File: config.mk
export PLATFORM = sky130hd
export DESIGN_NAME = key_debounce
export DESIGN_NICKNAME = d
export VERILOG_FILES = /design/src/rtl/key_debounce_pkg.sv /design/src/rtl/key_debounce_if.sv /design/src/rtl/key_debounce_ch.sv /design/src/rtl/key_debounce.sv
export SDC_FILE = /design/constraint.sdc
export NUM_CORES = 1
export LEC_CHECK = 0
export CORE_ASPECT_RATIO = 0.75
export CORE_UTILIZATION = 40
export CTS_BUF_LIST = sky130_fd_sc_hd__clkbuf_4
export DETAILED_ROUTE_END_ITERATION = 10
export PLACE_DENSITY = 0.65
export SETUP_SLACK_MARGIN = 0.15
export SYNTH_ARGS = -nofsm -noshare
export SYNTH_HDL_FRONTEND = slang
export SYNTH_SLANG_ARGS = --single-unit
File: constraint.sdc
create_clock -name clk_1kHz -period 1.6 [get_ports clk_1kHz]
set_input_delay 0.32 -clock clk_1kHz [delete_from_list [all_inputs] [get_ports clk_1kHz]]
set_output_delay 0.32 -clock clk_1kHz [all_outputs]
set_load 0.01 [all_outputs]
File: src/rtl/key_debounce_pkg.sv
// rtl/key_debounce_pkg.sv - shared types and constants for the key debouncer
package key_debounce_pkg;

  // Per-channel debounce state
  typedef enum logic [1:0] {
    ST_IDLE         = 2'd0,
    ST_PRESS_WAIT   = 2'd1,
    ST_PRESSED      = 2'd2,
    ST_RELEASE_WAIT = 2'd3
  } ch_state_e;

  // Default number of consecutive 1 kHz ticks a level must hold
  localparam int DEBOUNCE_MS_DEFAULT = 20;

endpackage

File: src/rtl/key_debounce_if.sv
// rtl/key_debounce_if.sv - one button channel: raw level in, press pulse and held level out
interface key_debounce_if;

  logic raw;
  logic pulse;
  logic lvl;

  // Drives the raw button, observes the debounced results
  modport master (output raw, input pulse, input lvl);

  // Debounce channel side
  modport slave (input raw, output pulse, output lvl);

endinterface

File: src/rtl/key_debounce_ch.sv
// rtl/key_debounce_ch.sv - one button: synchronizer, debounce FSM, counter, pulse and level registers
module key_debounce_ch
  import key_debounce_pkg::*;
#(
  parameter int DEBOUNCE_MS = DEBOUNCE_MS_DEFAULT
) (
  input  logic         clk_1kHz,
  input  logic         rst_n,
  key_debounce_if.slave btn
);

  localparam int               CNT_W    = $clog2(DEBOUNCE_MS + 1);
  localparam logic [CNT_W-1:0] CNT_LAST = CNT_W'(DEBOUNCE_MS - 1);
  localparam logic [CNT_W-1:0] CNT_ONE  = CNT_W'(1);

  logic             sync1_q, sync1_d;
  logic             sync2_q, sync2_d;
  ch_state_e        state_q, state_d;
  logic [CNT_W-1:0] cnt_q, cnt_d;
  logic             pulse_q, pulse_d;
  logic             lvl_q, lvl_d;

  // Two-flop synchronizer; only the second stage is used by the FSM
  always_comb begin
    sync1_d = btn.raw;
    sync2_d = sync1_q;
  end

  // Next state, counter, press pulse and held level
  always_comb begin
    state_d = state_q;
    cnt_d   = cnt_q;
    pulse_d = 1'b0;
    case (state_q)
      ST_IDLE: begin
        if (sync2_q) begin
          state_d = ST_PRESS_WAIT;
          cnt_d   = CNT_ONE;
        end else begin
          cnt_d   = '0;
        end
      end
      ST_PRESS_WAIT: begin
        if (!sync2_q) begin
          state_d = ST_IDLE;
          cnt_d   = '0;
        end else if (cnt_q == CNT_LAST) begin
          state_d = ST_PRESSED;
          cnt_d   = '0;
          pulse_d = 1'b1;
        end else begin
          cnt_d   = cnt_q + CNT_ONE;
        end
      end
      ST_PRESSED: begin
        if (!sync2_q) begin
          state_d = ST_RELEASE_WAIT;
          cnt_d   = CNT_ONE;
        end
      end
      ST_RELEASE_WAIT: begin
        if (sync2_q) begin
          state_d = ST_PRESSED;
          cnt_d   = '0;
        end else if (cnt_q == CNT_LAST) begin
          state_d = ST_IDLE;
          cnt_d   = '0;
        end else begin
          cnt_d   = cnt_q + CNT_ONE;
        end
      end
      default: begin
        state_d = ST_IDLE;
        cnt_d   = '0;
      end
    endcase
    // Level follows the state being entered so lvl_q tracks state_q exactly
    lvl_d = (state_d == ST_PRESSED) || (state_d == ST_RELEASE_WAIT);
  end

  // State registers with asynchronous clear
  always_ff @(posedge clk_1kHz or negedge rst_n) begin
    if (!rst_n) begin
      sync1_q <= 1'b0;
      sync2_q <= 1'b0;
      state_q <= ST_IDLE;
      cnt_q   <= '0;
      pulse_q <= 1'b0;
      lvl_q   <= 1'b0;
    end else begin
      sync1_q <= sync1_d;
      sync2_q <= sync2_d;
      state_q <= state_d;
      cnt_q   <= cnt_d;
      pulse_q <= pulse_d;
      lvl_q   <= lvl_d;
    end
  end

  assign btn.pulse = pulse_q;
  assign btn.lvl   = lvl_q;

endmodule

File: src/rtl/key_debounce.sv
// rtl/key_debounce.sv - four independent debounced push-button channels
module key_debounce
  import key_debounce_pkg::*;
#(
  parameter int DEBOUNCE_MS = DEBOUNCE_MS_DEFAULT
) (
  input  logic clk_1kHz,
  input  logic rst_n,
  input  logic btn_7,
  input  logic btn_6,
  input  logic btn_5,
  input  logic btn_4,
  output logic btn_7_out,
  output logic btn_6_out,
  output logic btn_5_out,
  output logic btn_4_out,
  output logic btn_7_lvl,
  output logic btn_6_lvl,
  output logic btn_5_lvl,
  output logic btn_4_lvl
);

  logic [3:0] raw_w;
  logic [3:0] pulse_w;
  logic [3:0] lvl_w;

  assign raw_w = {btn_7, btn_6, btn_5, btn_4};

  // Identical channels with no interaction between them
  for (genvar i = 0; i < 4; i++) begin : g_ch
    key_debounce_if ch_if ();

    assign ch_if.raw = raw_w[i];

    key_debounce_ch #(
      .DEBOUNCE_MS(DEBOUNCE_MS)
    ) u_ch (
      .clk_1kHz(clk_1kHz),
      .rst_n   (rst_n),
      .btn     (ch_if.slave)
    );

    assign pulse_w[i] = ch_if.pulse;
    assign lvl_w[i]   = ch_if.lvl;
  end

  assign {btn_7_out, btn_6_out, btn_5_out, btn_4_out} = pulse_w;
  assign {btn_7_lvl, btn_6_lvl, btn_5_lvl, btn_4_lvl} = lvl_w;

endmodule

Yosys cells after proc, flatten, opt, wreduce, memory -nomap -nowiden
Cells that the tools add are included.
Word-level totals
  output and inout bits: 8
  input bits: 6
  register bits: 44
  word-level logic and storage cells: 128
Cells by class
  equality and inequality tests: 28
  add/sub/neg operators: 4
  reduce and logical (&&, ||, !) cells: 8
  mux-type cells: 64
Operators with widths (count)
  $mux 5: 16
  $pmux 5 s4: 4
  $mux 2: 24
  $eq 2x2->1 const B: 16
  $pmux 2 s4: 4
  $add 5x1->5 const B: 4
  $eq 5x5->1 const B: 4
  $mux 1: 16
  $eq 2x1->1 const B: 4
  $logic_not 2->1: 4
  $ne 2x2->1 const B: 4
  $logic_or 1x1->1: 4

Longest topological paths before layout
Gate-level depths: netlist (run 1).
  depth in word-level cells: 6
  depth in mapped cells: 5
  mapped depth without buffers: 5

By module
A second synthesis (run 1) with hierarchy kept.
Second synthesis, totals
  cells, all modules: 181
  area, all modules: 1949.4 µm²
By module, submodules not included
  key_debounce_ch (g_ch[0].u_ch ...): area each 493.0 µm², instances 3, seq. area each 250.2 µm², cells an instance 47
  key_debounce_ch (g_ch[3].u_ch): area each 470.5 µm², instances 1, seq. area each 250.2 µm², cells an instance 40

Worst setup path before layout (run 1)
Ideal clock, no wire load.
  path kind: reg-to-reg
  start point: register g_ch[3].u_ch.cnt_q[0]
  end point: register g_ch[3].u_ch.lvl_q
  clock period less this slack: 1.498 ns
  buffers on the path: 0
  setup slack: 0.102 ns
  library setup time: 0.128 ns
  data required time: 1.472 ns
  arrival time: 1.370 ns
  stages on the path, launching flop included: 6
  cells stage by stage: dfrtp_1 > ha_1 > nor2b_1 > and3b_1 > nand2_1 > mux2_1
On the way
  cells in the longest elaborated chain, start to end: 6
  elaborated cells on any way between the ends: 9
  those cells by class: eq/ne (3); mux (5); reduce/logical (1)
RTL lines
  start, declared: line key_debounce_ch.sv:19  | logic [CNT_W-1:0] cnt_q, cnt_d;
  start signal, assigned: line key_debounce_ch.sv:94  | cnt_q <= cnt_d;
  $eq 5x5->1 *: line key_debounce_ch.sv:47, key_debounce_ch.sv:65
  $mux 2 (on tied branches): line key_debounce_ch.sv:65, key_debounce_ch.sv:47
  $mux 2 (on tied branches): line key_debounce_ch.sv:62, key_debounce_ch.sv:44
  $pmux 2 s4 *: line key_debounce_ch.sv:34  | case (state_q)
  $eq 2x2->1: line key_debounce_ch.sv:78  | lvl_d = (state_d == ST_PRESSED) || (state_d == ST_RELEASE_WAIT);
  $logic_or 1x1->1 *: line key_debounce_ch.sv:78
  named net g_ch[3].u_ch.lvl_d: line key_debounce_ch.sv:21  | logic lvl_q, lvl_d;
  end signal, assigned: line key_debounce_ch.sv:96  | lvl_q <= lvl_d;
  end, declared: line key_debounce_ch.sv:21
The timed path passes the listed nets; every way through them passes the cells marked *.
A chain may end at the register's enable or synchronous reset.

Worst setup path after layout (run 1)
  start point: register g_ch[3].u_ch.cnt_q[1]
  end point: register g_ch[3].u_ch.state_q[1]
On the way
  cells in the longest elaborated chain, start to end: 4
  elaborated cells on any way between the ends: 6
  those cells by class: eq/ne (1); mux (5)
RTL lines
  $eq 5x5->1 *: line key_debounce_ch.sv:47, key_debounce_ch.sv:65
  $mux 2 (on tied branches): line key_debounce_ch.sv:65, key_debounce_ch.sv:47
  $mux 2 (on tied branches): line key_debounce_ch.sv:62, key_debounce_ch.sv:44
  $pmux 2 s4 *: line key_debounce_ch.sv:34
  named net g_ch[3].u_ch.state_d[1]: line key_debounce_ch.sv:18  | ch_state_e state_q, state_d;
  end signal, assigned: line key_debounce_ch.sv:93  | state_q <= state_d;
  end, declared: line key_debounce_ch.sv:18
Marks and branches as above.

==> out/qor.txt, run 1 <==
die height: 62.32 microns
top-count cell post-synth: dfrtp_1
RSZ-0062 raised after global routing: true
CTS tree: built
Final WS setup: 0.1533 ns
Comb power frac: 6.3%
sequential share of the synthesized area: 56.74%
Max clock buf depth: 2
met2 usage: 24.38%
leakage: 1.073 nW
Pre-Repair DR Iteration Count: 4
Async S/R FF share, synth: 100.0%
total I/O pin count: 14
Synth top area share: 56.74%
worst-skew pair later-pin latency: 0.34 ns
initial antenna violation count: 0
status: finished clean
Setup violations, final: 0
gpl congestion: 0.8762
Layout Skew: 0.005454 ns
worst hold-check path type: input port to asynchronous set/reset pin
DR iter-0 viols: 101
part of the power in registers: 64.0%
final core occ: 50.85%
post-DP HPWL: 2251 microns
Synth area leaders: dfrtp_1 (57%), mux2_1 (4.6%), nand2_1 (4.3%)
GRT busiest layer: met2
Via Count: 1,390
Worst-path clk slew: 0.12 ns
net count after synthesis: 186
post-synthesis sequential element count: 44
htree depth: 2
Avg Cell Area, Syn: 11.03 sq um
Final Critical Period: 1.447 ns
critical path fanouts, max: 3
Remaining DRCs: 0
Critical R2R Launch: g_ch[3].u_ch.cnt_q[1]
largest family of logic cells by synthesized area: simple AND/OR/NAND/NOR gates
fillcell total: 422
Synth Area in Compound Gates: 12.19%
Final ANT Viol Nets: 0
Crit Path Category: register to register
CP required: 1.84 ns
fmax: 691.2 MHz
area of the mapped netlist: 0.001941 sq mm
CP Capture Type: register
DR WL/cell: 13.31 microns
Max-slew headroom: 62.78%
Critical Path AT: 1.68 ns
fin. max-slew vios: 0
Peak VDD IR: 0.5372 mV
Post-synth top cells: dfrtp_1 (44), nand2_1 (22), nor2_1 (12)
M1 GR Usage: 21.12%
met3 GRT Util: 4.265%
Post-Synth Adder-Cell Area: 2.579%
internal power: 1.401 mW
crit path from: g_ch[3].u_ch.cnt_q[1]
Layout Nets: 216
vias in the first global route: 1,422
Reg area: 0.001102 sq mm
worst slack at placement: 0.05812 ns
Slew @ Worst Pin: 0.5583 ns
die area: 0.005137 sq mm
area leader, netlist: dfrtp_1
Row Count: 21
PD cells: 788.5 mW/mm^2
Syn Inst Count: 176
starting density of the core: 42.45%
unique cell type count in the Yosys netlist: 42
first-pass GRT wire length: 6216 microns
multi-input logic area: 863.3 sq um
Post-synth EDFFs: 0
mux cell area share after synthesis: 6.190%
synth warn: 0
Max Cap Viol: 0
grt total ovfl: 0
antenna cell count: 0
layout cells sized above 1: 16.91%
largest net degree at the start of global routing: 45
Main synth FF type: dfrtp_1
Fin Setup TNS: 0 ns
WHS: 0.03891 ns
Worst Setup Start Kind: register
simple-gate portion of the synthesized area: 18.50%
Chip Width: 82.43 microns
Area growth, synth to finish: 19.79%
crit share post-route: 90.42%
core area: 0.004572 sq mm
Pwr Total: 1.833 mW
DR vias/cell: 5.265
Hold Vio Cnt, Final: 0
Sw Ratio: 23.55%
clock sink count: 44
total CTS buffers: 5
Clock Power Share: 29.7%
XOR/XNOR Fraction of Synth Area: 2.257%
clk root buf: clkbuf_4
total global-route track usage: 15.69%
R2R depth: 5
sw power: 0.4317 mW
port buffer count: 13
Total Wirelength: 3513 microns
[cells in the final DEF, fill, tap and decap left out, types with 2 or more instances in the layout]
| cell | n |
|---|---|
| dfrtp_1 | 43 |
| nand2_1 | 20 |
| buf_4 | 13 |
| nor2_1 | 11 |
| o21ai_0 | 9 |
| dlygate4sd2_1 | 8 |
| clkbuf_4 | 7 |
| mux2_1 | 6 |
| o21ai_1 | 6 |
| inv_1 | 5 |
| nand2b_1 | 5 |
| and2_1 | 4 |
| nand3_1 | 4 |
| clkdlybuf4s50_1 | 4 |
| nor3b_1 | 3 |
| mux2i_1 | 3 |
| a22oi_1 | 3 |
| a22o_1 | 3 |
| xor2_1 | 2 |
| xor2_2 | 2 |
| mux2_4 | 2 |
| o22ai_1 | 2 |
| nand3b_1 | 2 |
| a211oi_1 | 2 |
| nor3_1 | 2 |
| or3_1 | 2 |
| a21oi_1 | 2 |
| ha_1 | 2 |
| ha_2 | 2 |
[metrics by stage]
| step | instance area, sq um | std cells |
|---|---|---|
| CTS | 2251 | 258 |
| global route | 2325 | 264 |
| global placement | 2138 | 244 |
| floorplan | 1946 | 176 |
| detailed placement | 2138 | 244 |
| finish | 2325 | 264 |
[cell families after synthesis]
| kind of cell | Yosys count |
|---|---|
| and+or+nand+nor | 68 |
| muxes | 11 |
| DFF | 44 |
| buffers and inverters | 8 |
| adders and majority gates | 4 |
| xor gates and xnor gates | 5 |
| AOI/OAI and AO/OA | 36 |
[critical path, cell delays in order (launching register included)]
cell,delay (ns)
dfrtp_1,0.41
ha_2,0.19
nor2b_4,0.12
and3b_2,0.23
nand2_4,0.09
mux2_4,0.29
[state kept, by name, indices dropped and copies added (netlist names)]
register,flops
g_ch.u_ch.cnt_q,20
g_ch.u_ch.state_q,8
g_ch.u_ch.btn.lvl,4
g_ch.u_ch.btn.pulse,4
g_ch.u_ch.sync1_q,4
g_ch.u_ch.sync2_q,4
[worst paths after layout]
check,end,slack [ns]
worst max-delay path,g_ch[3].u_ch.state_q[1],0.15
worst min-delay path,g_ch[3].u_ch.sync1_q,0.04
worst max register to register,g_ch[3].u_ch.state_q[1],0.15
worst min register to register,g_ch[2].u_ch.sync2_q,0.36
max in group asynchronous,g_ch[1].u_ch.state_q[1],1.15
min in group clk_1kHz,g_ch[2].u_ch.sync2_q,0.36
[layer usage]
metal	up-vias	wire, microns
met5	-	0
met4	0	35
met3	4	124
met2	24	1711
met1	680	1642
li1	682	-
[final cells by class]
class,instances,area share [%]
Multi-Input combinational cell,124,37.14
Sequential cell,44,47.42
Timing Repair Buffer,26,9.150
Clock buffer,7,2.260
Tap cell,57,3.068
Inverter,5,0.8073
Clock inverter,1,0.1615
[power by group through the flow]
stage	Combinational (mW)	Sequential [mW]	Clock [mW]
6_report	0.116	1.17	0.545
5_1_grt	0.131	1.18	0.611
4_1_cts	0.106	1.17	0.570
3_5_place_dp	0.0962	1.19	0
3_3_place_gp	0.0912	1.19	0
2_1_floorplan	0.0538	1.18	0
[what timing repair did]
item	4_1_cts	5_1_grt
endpoints found under the setup margin	11	8
pin swaps	2	3
setup buffers	6	6
gates resized for setup	14	7
hold buffers	0	0
No activity file was read; power rests on OpenSTA's default activity.
==> run 2, diff against run 1 <==
==> constraint.sdc (replaced) <==
create_clock -name clk_1kHz -period 1.24 [get_ports clk_1kHz]
set_input_delay 0.248 -clock clk_1kHz [delete_from_list [all_inputs] [get_ports clk_1kHz]]
set_output_delay 0.248 -clock clk_1kHz [all_outputs]
set_load 0.01 [all_outputs]
==> run 2 against run 1 <==
  * The flow now finishes with violations (setup timing)
  * Combinational power rose by 120%
  * Non-clock buffer count rose by 39
  * Worst setup slack worse by 0.33 ns
  * Design area up 23%
  * Via count increased by 15%
  * Register-to-register slack lost 0.33 ns
  * Clock power grew 67%
  * Hold slack improved by 0.26 ns
  * Total power rose by 46%
  * Sequential power increased by 29%
  * Critical path depth is the same
  * Wire length up 31%
==> out/qor.txt, run 2 (synthesis gave the netlist of run 1 again) <==
Largest regs: g_ch.u_ch.cnt_q x20, g_ch.u_ch.state_q x8
grt total ovfl: 0 (unchanged)
hold path cells: 1
dpl cells: 277 (+14%)
Chip Width: 82.43 microns (unchanged)
DR iter-0 viols: 112 (+11%)
R2R depth: 5 (unchanged)
internal power: 2.036 mW (+45%)
Max clock buf depth: 2 (unchanged)
worst hold-check path type: input port to register
total I/O pin count: 14 (unchanged)
clock sink count: 44 (unchanged)
core area: 0.004572 sq mm (unchanged)
Setup violations, final: 25 (+25)
first-pass GRT wire length: 7224 microns (+16%)
starting density of the core: 42.45% (unchanged)
Row Count: 21 (unchanged)
fillcell total: 363 (-14%)
Pwr Total: 2.678 mW (+46%)
Clock Power Share: 34.0% (+4.3 points)
CP Depth: 5 (unchanged)
total global-route track usage: 18.81% (+3.1 points)
max FFs per register: 20 (unchanged)
largest net degree at the start of global routing: 45 (unchanged)
layout cells sized above 1: 47.56% (+31 points)
Pre-Repair DR Iteration Count: 5 (+1)
commonest non-fill, non-tap cell in the layout: dfrtp_1
Crit Path Category: register to register
crit share post-route: 114.4% (+24 points)
CP peak stage delay: 0.41 ns (about the same)
setup slack, reg-to-reg: -0.18 ns (-0.33 ns)
Total Wirelength: 4608 microns (+31%)
fmax: 704.8 MHz (+2.0%)
WP buf/inv: 0 (unchanged)
CP required: 1.51 ns (-0.33 ns)
Fin Setup TNS: -2.060 ns (-2.060 ns)
port buffer count: 13 (unchanged)
Layout Nets: 255 (+18%)
Peak VDD IR: 0.5038 mV (-6.2%)
die height: 62.32 microns (unchanged)
post-DP HPWL: 2740 microns (+22%)
Final ANT Viol Nets: 0 (unchanged)
Comb power frac: 9.6% (+3.3 points)
Via Count: 1,597 (+15%)
fin cells: 303 (+15%)
Top reg by flops: g_ch.u_ch.cnt_q
critical path fanouts, max: 3 (unchanged)
CP delay by family, top: simple AND/OR/NAND/NOR gates
Worst Setup Start Kind: register
Worst-path clk slew: 0.13 ns (about the same)
failing checks: setup timing
gpl congestion: 0.8202 (-6.4%)
Layout Skew: 0.01061 ns (+0.005160 ns)
DR WL/cell: 15.21 microns (+14%)
Slew @ Worst Pin: 0.2769 ns (-0.2814 ns)
leakage: 1.343 nW (+25%)
Max Cap Viol: 0 (unchanged)
RSZ-0062 raised after global routing: true
total CTS buffers: 5 (unchanged)
part of the power in registers: 56.4% (-7.6 points)
antenna cell count: 0 (unchanged)
Remaining DRCs: 0 (unchanged)
slowest stage cell, crit path: dfrtp_1
Hold Vio Cnt, Final: 0 (unchanged)
fin. max-slew vios: 0 (unchanged)
most frequent cells in the layout: dfrtp_1 (41), buf_4 (36), nand2_1 (16)
worst-skew pair later-pin latency: 0.37 ns (+0.03 ns)
Sw Ratio: 23.95% (+0.40 points)
clk root buf: clkbuf_4
DR vias/cell: 5.271 (+0.10%)
CP Capture Type: register
PD cells: 932.9 mW/mm^2 (+18%)
Design Area, Final: 0.002870 sq mm (+23%)
WHS: 0.3028 ns (+0.2639 ns)
Area growth, synth to finish: 47.90%
Post-DP Area: 0.002450 sq mm (+15%)
CTS tree: built
Final Critical Period: 1.419 ns (-0.02780 ns)
Max-slew headroom: 81.54% (+19 points)
htree depth: 2 (unchanged)
status: finished, violations left
Critical Path AT: 1.68 ns (about the same)
sw power: 0.6413 mW (+49%)
Final WS setup: -0.1789 ns (-0.3322 ns)
vias in the first global route: 1,621 (+14%)
die area: 0.005137 sq mm (unchanged)
initial antenna violation count: 0 (unchanged)
CP cell instances: ha_2, nor2b_4, and3b_2, nand2_4, mux2_4
==> run 2: area by class of cell <==
cell class | instances | area, sq um | area share [%]
sequential | 44 | 1105 | 38.49
multi-input combinational | 124 | 1044 | 36.36
timing repair buffer | 65 | 549.3 | 19.14
tap | 57 | 71.32 | 2.485
clock inverter | 3 | 42.54 | 1.482
clock buffer | 5 | 37.54 | 1.308
inverter | 5 | 21.27 | 0.7411
==> run 2: power by group through the flow <==
stage | clock [mW] | combinational, mW | sequential, mW
5_1_grt | 1.00 | 0.283 | 1.52
3_3_place_gp | 0 | 0.186 | 1.53
4_1_cts | 0.926 | 0.228 | 1.50
6_report | 0.910 | 0.258 | 1.51
2_1_floorplan | 0 | 0.0735 | 1.53
3_5_place_dp | 0 | 0.194 | 1.53
==> run 2: per-stage QoR <==
step,utilization [%],worst slack (ns)
2_1_floorplan,-,-0.1531
3_3_place_gp,53.59,-0.1431
3_5_place_dp,53.59,-0.1851
4_1_cts,59.47,-0.1816
5_1_grt,62.78,-0.2224
6_report,62.78,-0.1789
==> run 2: what timing repair did <==
item	4_1_cts	5_1_grt
gates resized for setup	70	28
hold buffers	1	0
setup buffers	11	6
endpoints found under the setup margin	39	43
pin swaps	22	19
endpoints found under the hold margin	44	0
==> run 2: routing by layer <==
| layer | share of wire (%) | vias to the layer above | global-route usage [%] | wire length, microns |
|---|---|---|---|---|
| li1 | - | 762 | - | - |
| met1 | 46 | 804 | 24.83 | 2121 |
| met2 | 49 | 24 | 29.13 | 2249 |
| met3 | 3.8 | 7 | 4.706 | 177 |
| met4 | 1.3 | 0 | 8.114 | 59 |
| met5 | 0 | - | 0 | 0 |
==> run 2: worst paths after layout <==
check / endpoint / startpoint
setup / recovery: g_ch[3].u_ch.btn.lvl / g_ch[3].u_ch.cnt_q[1]
hold / removal: g_ch[3].u_ch.sync1_q / btn_7
setup reg to reg: g_ch[3].u_ch.btn.lvl / g_ch[3].u_ch.cnt_q[1]
hold reg to reg: g_ch[0].u_ch.sync2_q / g_ch[0].u_ch.sync1_q
max in group asynchronous: g_ch[1].u_ch.state_q[1] / rst_n
min in group asynchronous: g_ch[1].u_ch.cnt_q[2] / rst_n
==> run 3, diff against run 2 <==
--- a/config.mk
+++ b/config.mk
@@ -6,10 +6,11 @@
 export NUM_CORES = 1
 export LEC_CHECK = 0
 export CORE_ASPECT_RATIO = 0.75
-export CORE_UTILIZATION = 40
+export CORE_UTILIZATION = 24
 export CTS_BUF_LIST = sky130_fd_sc_hd__clkbuf_4
+export CTS_CLUSTER_DIAMETER = 60
 export DETAILED_ROUTE_END_ITERATION = 10
-export PLACE_DENSITY = 0.65
+export PLACE_DENSITY = 0.46
 export SETUP_SLACK_MARGIN = 0.15
 export SYNTH_ARGS = -nofsm -noshare
 export SYNTH_HDL_FRONTEND = slang
==> constraint.sdc (replaced) <==
create_clock -name clk_1kHz -period 1.24 [get_ports clk_1kHz]
set_input_delay 0.248 -clock clk_1kHz [delete_from_list [all_inputs] [get_ports clk_1kHz]]
set_output_delay 0.248 -clock clk_1kHz [all_outputs]
set_load 0.005 [all_outputs]
==> run 3 against run 2 <==
  * Register-to-register slack hardly changed
  * Clock power is 19% lower
  * Die area is 65% higher
  * Clock-buffer cell count is 2 higher
  * The flow still finishes with violations (setup timing)
  * Sequential power hardly changed
  * Largest power group unchanged
==> out/qor.txt, run 3 (synthesis gave the netlist of run 1 again) <==
Pwr Total: 2.478 mW (-7.5%)
Setup violations, final: 17 (-32%)
RR Endpoint: g_ch[0].u_ch.cnt_q[2]
die height: 79.88 microns (+28%)
CP cell instances: xor2_1, nand2_1, or4b_1, o311ai_1
slowest stage cell, crit path: or4b_1
clock sink count: 44 (unchanged)
critical path fanouts, max: 3 (unchanged)
antenna cell count: 0 (unchanged)
most frequent cells in the layout: buf_4 (42), dfrtp_1 (41), nand2_1 (15)
Critical Path AT: 1.69 ns (about the same)
Layout Nets: 259 (+1.6%)
R2R depth: 4 (-1)
worst-skew pair later-pin latency: 0.36 ns (about the same)
Fin Setup TNS: -1.381 ns (+0.6796 ns)
DR WL/cell: 11.37 microns (-25%)
Max clock buf depth: 2 (unchanged)
Slew @ Worst Pin: 0.2635 ns (-0.01337 ns)
Largest regs: g_ch.u_ch.cnt_q x20, g_ch.u_ch.state_q x8
Via Count: 1,515 (-5.1%)
Crit Path Category: register to register
Worst-path clk slew: 0.14 ns (about the same)
clk root buf: clkbuf_4
CP delay by family, top: simple AND/OR/NAND/NOR gates
Pre-Repair DR Iteration Count: 3 (-2)
CP required: 1.49 ns (-0.02 ns)
fin. max-slew vios: 0 (unchanged)
worst min-delay path startpoint: btn_4
PD cells: 858.5 mW/mm^2 (-8.0%)
gpl congestion: 0.7426 (-9.5%)
Final ANT Viol Nets: 0 (unchanged)
Max Cap Viol: 0 (unchanged)
starting density of the core: 25.64% (-17 points)
max FFs per register: 20 (unchanged)
fmax: 697.8 MHz (-0.99%)
Final Critical Period: 1.433 ns (+0.01413 ns)
largest net degree at the start of global routing: 45 (unchanged)
Hold Vio Cnt, Final: 0 (unchanged)
fillcell total: 759 (+110%)
die area: 0.008453 sq mm (+65%)
sink of the worst hold path: g_ch[0].u_ch.sync1_q
port buffer count: 13 (unchanged)
first-pass GRT wire length: 6658 microns (-7.8%)
total global-route track usage: 9.905% (-8.9 points)
Final WS setup: -0.1930 ns (-0.01413 ns)
fin cells: 351 (+16%)
Remaining DRCs: 0 (unchanged)
Top reg by flops: g_ch.u_ch.cnt_q
WP buf/inv: 0 (unchanged)
Layout Skew: 0.01495 ns (+0.004340 ns)
worst slack at placement: -0.1640 ns (+0.02104 ns)
post-DP HPWL: 2544 microns (-7.1%)
initial antenna violation count: 0 (unchanged)
Max-slew headroom: 82.38% (+0.84 points)
crit share post-route: 115.6% (+1.1 points)
leakage: 1.362 nW (+1.5%)
setup slack, reg-to-reg: -0.19 ns (about the same)
total I/O pin count: 14 (unchanged)
Row Count: 27 (+29%)
worst hold-check path type: input port to register
CP Capture Type: register
Critical R2R Launch: g_ch[0].u_ch.state_q[1]
Worst Setup Start Kind: register
commonest non-fill, non-tap cell in the layout: buf_4
Chip Width: 105.8 microns (+28%)
Total Wirelength: 3991 microns (-13%)
grt total ovfl: 0 (unchanged)
layout cells sized above 1: 46.40% (-1.2 points)
dpl cells: 324 (+17%)
hold path cells: 1 (unchanged)
Area growth, synth to finish: 48.74%
CTS tree: built
DR iter-0 viols: 25 (-78%)
status: finished, violations left
CP peak stage delay: 0.48 ns (+0.07 ns)
RSZ-0062 raised after global routing: true
core area: 0.007567 sq mm (+66%)
total CTS buffers: 5 (unchanged)
htree depth: 2 (unchanged)
DR vias/cell: 4.316 (-18%)
vias in the first global route: 1,463 (-9.7%)
failing checks: setup timing
Peak VDD IR: 0.3717 mV (-26%)
## run 3: how the worst max path moves through the flow
stage	from	cells past startpoint	to	slack [ns]
6_report	g_ch[0].u_ch.state_q[1]	4	g_ch[0].u_ch.cnt_q[2]	-0.19
5_1_grt	g_ch[0].u_ch.state_q[1]	4	g_ch[0].u_ch.cnt_q[2]	-0.26
3_3_place_gp	g_ch[3].u_ch.cnt_q[1]	5	g_ch[3].u_ch.btn.lvl	-0.14
4_1_cts	g_ch[3].u_ch.cnt_q[1]	5	g_ch[3].u_ch.btn.lvl	-0.17
3_5_place_dp	g_ch[3].u_ch.cnt_q[1]	5	g_ch[3].u_ch.state_q[1]	-0.16
2_1_floorplan	g_ch[3].u_ch.cnt_q[0]	5	g_ch[3].u_ch.btn.lvl	-0.15
## run 3: final cells by class
| type | instances | area (sq um) | share of cell area, % |
|---|---|---|---|
| clock inverter | 1 | 8.758 | 0.3034 |
| sequential | 44 | 1105 | 38.27 |
| clock buffer | 7 | 52.55 | 1.821 |
| tap | 101 | 126.4 | 4.378 |
| timing repair buffer | 69 | 565.5 | 19.59 |
| multi-input combinational | 124 | 1010 | 34.98 |
| inverter | 5 | 18.77 | 0.6502 |
## run 3: layer usage
metal / up-vias / part of all wire, % / wire [microns] / track usage (%)
met4: 0 / 1.0 / 40 / 2.917
met3: 5 / 3.6 / 145 / 3.020
li1: 772 / - / - / -
met2: 17 / 43 / 1723 / 14.84
met5: - / 0 / 0 / 0
met1: 721 / 52 / 2081 / 13.68
## run 3: repair_timing
action                     in CTS  in global routing
hold endpoints to repair       44                  0
pin swaps                      18                 22
hold buffers                    1                  0
setup buffers                   7                 11
gates resized for setup        57                 29
setup endpoints to repair      37                 42
## run 3: metrics by stage
step	hold WS (ns)	utilization (%)	cell area, sq um
6_report	0.3062	38.14	2887
3_3_place_gp	0.2426	33.40	2527
5_1_grt	0.2961	38.14	2887
2_1_floorplan	-0.04759	-	2007
4_1_cts	0.2962	35.65	2698
3_5_place_dp	0.2474	33.40	2527
## run 3: where the power goes
| part | internal (mW) | switching (mW) | total [mW] | leakage (nW) |
|---|---|---|---|---|
| Sequential | 1.47 | 0.0336 | 1.51 | 0.574 |
| Combinational | 0.132 | 0.102 | 0.234 | 0.752 |
| Clock | 0.272 | 0.467 | 0.739 | 0.0363 |
| Total | 1.88 | 0.602 | 2.48 | 1.36 |
